[config.mk]
export PLATFORM = sky130hd
export DESIGN_NAME = inst_fetch
export DESIGN_NICKNAME = d
export VERILOG_FILES = /design/src/rtl/inst_fetch.sv
export SDC_FILE = /design/constraint.sdc
export NUM_CORES = 1
export LEC_CHECK = 0
export BUFFER_PORTS_ARGS = -buffer_cell sky130_fd_sc_hd__buf_4
export CAP_MARGIN = 30
export CORE_AREA = 2 2 100 102
export CTS_CLUSTER_SIZE = 25
export DETAILED_ROUTE_END_ITERATION = 8
export DIE_AREA = 0 0 102 104
export GPL_TIMING_DRIVEN = 0
export MAX_ROUTING_LAYER = met4
export PLACE_DENSITY = 0.81
export SLEW_MARGIN = 0
export SYNTH_ARGS = -nofsm -noshare
export SYNTH_HDL_FRONTEND = slang
export SYNTH_SLANG_ARGS = --single-unit
export TNS_END_PERCENT = 100
[constraint.sdc]
create_clock -name clk -period 3.85 [get_ports clk]
set_input_delay 0.5775 -clock clk [delete_from_list [all_inputs] [get_ports clk]]
set_output_delay 0.5775 -clock clk [all_outputs]
set_load 0.03 [all_outputs]
[src/rtl/inst_fetch.sv]
// inst_fetch: IDLE/WAIT/COOL fetch FSM feeding a one-entry decode slot; define ICACHE_EN for a 32-entry direct-mapped I-cache.
module inst_fetch (
  input  logic        clk,
  input  logic        rst,
  input  logic        rdy,
  input  logic        jump_or_not,
  input  logic [31:0] jump_addr,
  input  logic        id_stall,
  output logic        if_request,
  output logic [31:0] if_addr,
  input  logic [31:0] if_inst,
  input  logic        if_enable,
  output logic        id_valid,
  output logic [31:0] id_pc,
  output logic [31:0] id_inst
);
  typedef enum logic [1:0] {IDLE, WAIT, COOL} state_t;
  state_t state, state_n;
  logic [31:0] pc, pc_n, id_pc_n, id_inst_n, hit_inst;
  logic id_valid_n, slot_free, hit, mem_load, hit_load, load, fill;
  assign if_request = state == WAIT;
  assign if_addr = pc;
  assign fill = rdy && mem_load && !jump_or_not;
`ifdef ICACHE_EN
  logic [31:0] c_data [32];
  logic [24:0] c_tag [32];
  logic [31:0] c_valid;
  assign hit = c_valid[pc[6:2]] && c_tag[pc[6:2]] == pc[31:7];
  assign hit_inst = c_data[pc[6:2]];
  always_ff @(posedge clk or posedge rst)
    if (rst) c_valid <= '0;
    else if (fill) c_valid[pc[6:2]] <= 1'b1;
  always_ff @(posedge clk)
    if (fill) begin
      c_data[pc[6:2]] <= if_inst;
      c_tag[pc[6:2]] <= pc[31:7];
    end
`else
  assign hit = 1'b0;
  assign hit_inst = '0;
`endif
  always_comb begin
    slot_free = !id_valid || !id_stall;
    mem_load = state == WAIT && if_enable;
    hit_load = state == IDLE && slot_free && hit;
    load = !jump_or_not && (mem_load || hit_load);
    state_n = jump_or_not ? IDLE :
              state == IDLE ? ((slot_free && !hit) ? WAIT : IDLE) :
              state == WAIT ? (if_enable ? COOL : WAIT) : IDLE;
    pc_n = jump_or_not ? jump_addr : load ? pc + 32'd4 : pc;
    id_valid_n = load || (id_valid && id_stall && !jump_or_not);
    id_pc_n = load ? pc : id_pc;
    id_inst_n = load ? (mem_load ? if_inst : hit_inst) : id_inst;
  end
  always_ff @(posedge clk or posedge rst)
    if (rst) begin
      state <= IDLE;
      pc <= '0;
      id_valid <= 1'b0;
      id_pc <= '0;
      id_inst <= '0;
    end else if (rdy) begin
      state <= state_n;
      pc <= pc_n;
      id_valid <= id_valid_n;
      id_pc <= id_pc_n;
      id_inst <= id_inst_n;
    end
endmodule

==> reports/qor.csv <==
metric,value,unit
status,"finished, final reports clean",
ios,168,
clkTransAtPathRegs,0.09,ns
synth_cell_type_count,65,
antenna_found_initial,0,
drv_cap,0,
fillerInstances,823,
postCtsSetupRepairBufs,0,
insertion_delay,0.37,ns
drt_first_iter_violations,224,
max_slew.worst_pin.slew,0.794,ns
synth_largest_area_cell,dfrtp_1,
fin_crit_sh,58.4,%
slew_headroom,47.1,%
max_freq,445,MHz
synth_fp_nets,593,
ys_warn_count,0,
rsz0062_at_grt,false,
start_util,48.4,%
ys_ff_latch,99,
vias,4508,
layout_setup_ws,1.60,ns
cts_repair_resize_count,0,
reg2reg_to,if_addr[22]$_DFFE_PP0P_,
leakage,3.19,nW
startpoint_type,flip-flop,
rr_worst_depth,6,
place_congestion,0.917,
area_growth,35.6,%
setup_viol,0,
ant_nets,0,
reg2reg_slack,1.60,ns
worstPathRequired,4.10,ns
cts.sinks,99,
drt_first_pass_iters,7,
tritoncts,built,
fp-row-count,36,
grt_max_degree,64,
clock-root-buffer,clkbuf_8,
htree_levels,3,
syn_area,4620,µm²
synth_cells,522,
syn_avg_cell_area,8.85,µm²
drive_gt1_share,29.2,%
grt_overflow,0,
synth_common_cells,"200 x nand2_1, 99 x dfrtp_1, 30 x o21ai_0, 21 x a21oi_1",
place_ws,1.42,ns
drcViolationCount,0,
grt_pass1_wl,22200,µm
post-route-util,65.6,%
antennaDiodeCount,0,
die_w,102,µm
cts_buffer_depth,2,
coreArea,9550,µm²
period_minus_slack,2.25,ns
hold_viol_final,0,
synth_edf_count,0,
wl_per_cell,16.4,µm
hold_path.class,input port to asynchronous set/reset pin,
synth.most_common_cell,nand2_1,
ir_drop,0.000353,V
worstPathMaxFanout,8,
power.density,670,nW/µm²
cp.arrival,2.50,ns
via_per_inst,5.37,
clock-skew-final,0.00539,ns
synth.top_cell.area_share,53.6,%
report.final.slew_viol_count,0,
async_flop_share,100,%
routed_wl,13700,µm
portBuffers,167,
cts_made_buffers,9,
track_usage,27.2,%
die-area,10600,µm²
netlist_top_cells_area,"dfrtp_1 54%, nand2_1 16%, o21ai_0 3.3%",
hpwlAfterDp,10200,µm
hold_buffers,0,
critPathCaptureType,flip-flop,
grt_pass1_vias,4442,
timing.rr.start,if_addr[2]$_DFFE_PP0P_,
layout.nets,772,
die_y,104,µm
ys.flop_type,dfrtp_1,
path_class,flip-flop to flip-flop,
ys_seq_area_share,53.6,%
[how the worst max path moves through the flow]
stage | start | to | slack [ns] | cells past startpoint
CTS | if_addr[2]$_DFFE_PP0P_ | if_addr[22]$_DFFE_PP0P_ | 1.65 | 6
global route | state[1]$_DFFE_PP0P_ | if_addr[8]$_DFFE_PP0P_ | 1.43 | 6
floorplan | rst | id_inst[0]$_DFFE_PP0P_ | 0.68 | 1
detailed placement | rdy | if_addr[5]$_DFFE_PP0P_ | 1.42 | 7
global placement | rst | id_pc[12]$_DFFE_PP0P_ | -0.44 | 2
finish | if_addr[2]$_DFFE_PP0P_ | if_addr[22]$_DFFE_PP0P_ | 1.60 | 6
[cells by family (layout without fill, tap and decap cells)]
family	Yosys count	count (layout)	synth area share (%)
buffers and inverters	40	224	3.79
AOI/OAI and AO/OA	95	95	13.2
muxes	6	6	1.35
adders and majority gates	1	1	0.271
and+or+nand+nor	279	279	27.4
DFF	99	99	53.6
xor gates and xnor gates	2	2	0.379
[layout make-up]
| cell class | instances | area [µm²] | area share (%) |
|---|---|---|---|
| Sequential cell | 99 | 2480 | 39.6 |
| Multi-Input combinational cell | 383 | 1970 | 31.4 |
| Timing Repair Buffer | 168 | 1280 | 20.5 |
| Tap cell | 133 | 166 | 2.66 |
| Buffer | 32 | 145 | 2.32 |
| Clock buffer | 11 | 141 | 2.26 |
| Clock inverter | 5 | 52.6 | 0.839 |
| Inverter | 8 | 32.5 | 0.519 |
[worst max-delay path: stages, from the launching register on]
cell and delay [ns]:
dfrtp_1 0.48, ha_1 0.26, nand4_1 0.22, nor2_1 0.54, nand3_1 0.23, o32ai_1 0.29
a2bb2oi_1 0.11
[per-layer routing]
metal,track usage (%),share of wire [%],vias to the layer above
li1,-,-,2133
met1,35.2,42,2161
met2,43.1,49,193
met3,4.91,6.8,21
met4,9.43,1.8,0
met5,-,0,-
[stage by stage]
| stage | cells | setup TNS [ns] | area [µm²] | power [mW] | hold slack (ns) |
|---|---|---|---|---|---|
| finish | 839 | 0 | 6260 | 4.20 | 0.236 |
| global placement | 822 | -43.41 | 6040 | 3.49 | 0.459 |
| global route | 839 | 0 | 6260 | 4.43 | 0.262 |
| detailed placement | 823 | 0 | 6070 | 3.54 | 0.464 |
| CTS | 839 | 0 | 6260 | 4.22 | 0.234 |
| floorplan | 522 | 0 | 4620 | 2.75 | 0.497 |
[flip-flops by register name (all words and copies together) (netlist names)]
register,cells
id_inst,32
id_pc,32
if_addr,32
state,2
id_valid,1
[power breakdown]
part | switching [mW] | internal [mW] | leakage [nW]
logic | 1.18 | 0.679 | 1.86
clock network | 0.364 | 0.316 | 0.0991
registers | 0.271 | 1.39 | 1.23
[cell usage in the layout (no fill, tap or decap), drive strengths merged, types with 5 or more instances in the layout]
master / instances
nand2: 201
buf: 183
dfrtp: 99
o21ai: 32
clkbuf: 28
a21oi: 21
nand3: 20
nor2: 19
a22oi: 7
inv: 7
nand4: 7
and3: 6
or3: 5
nor3: 5
nor4: 5
No activity file was read; power rests on OpenSTA's default activity.
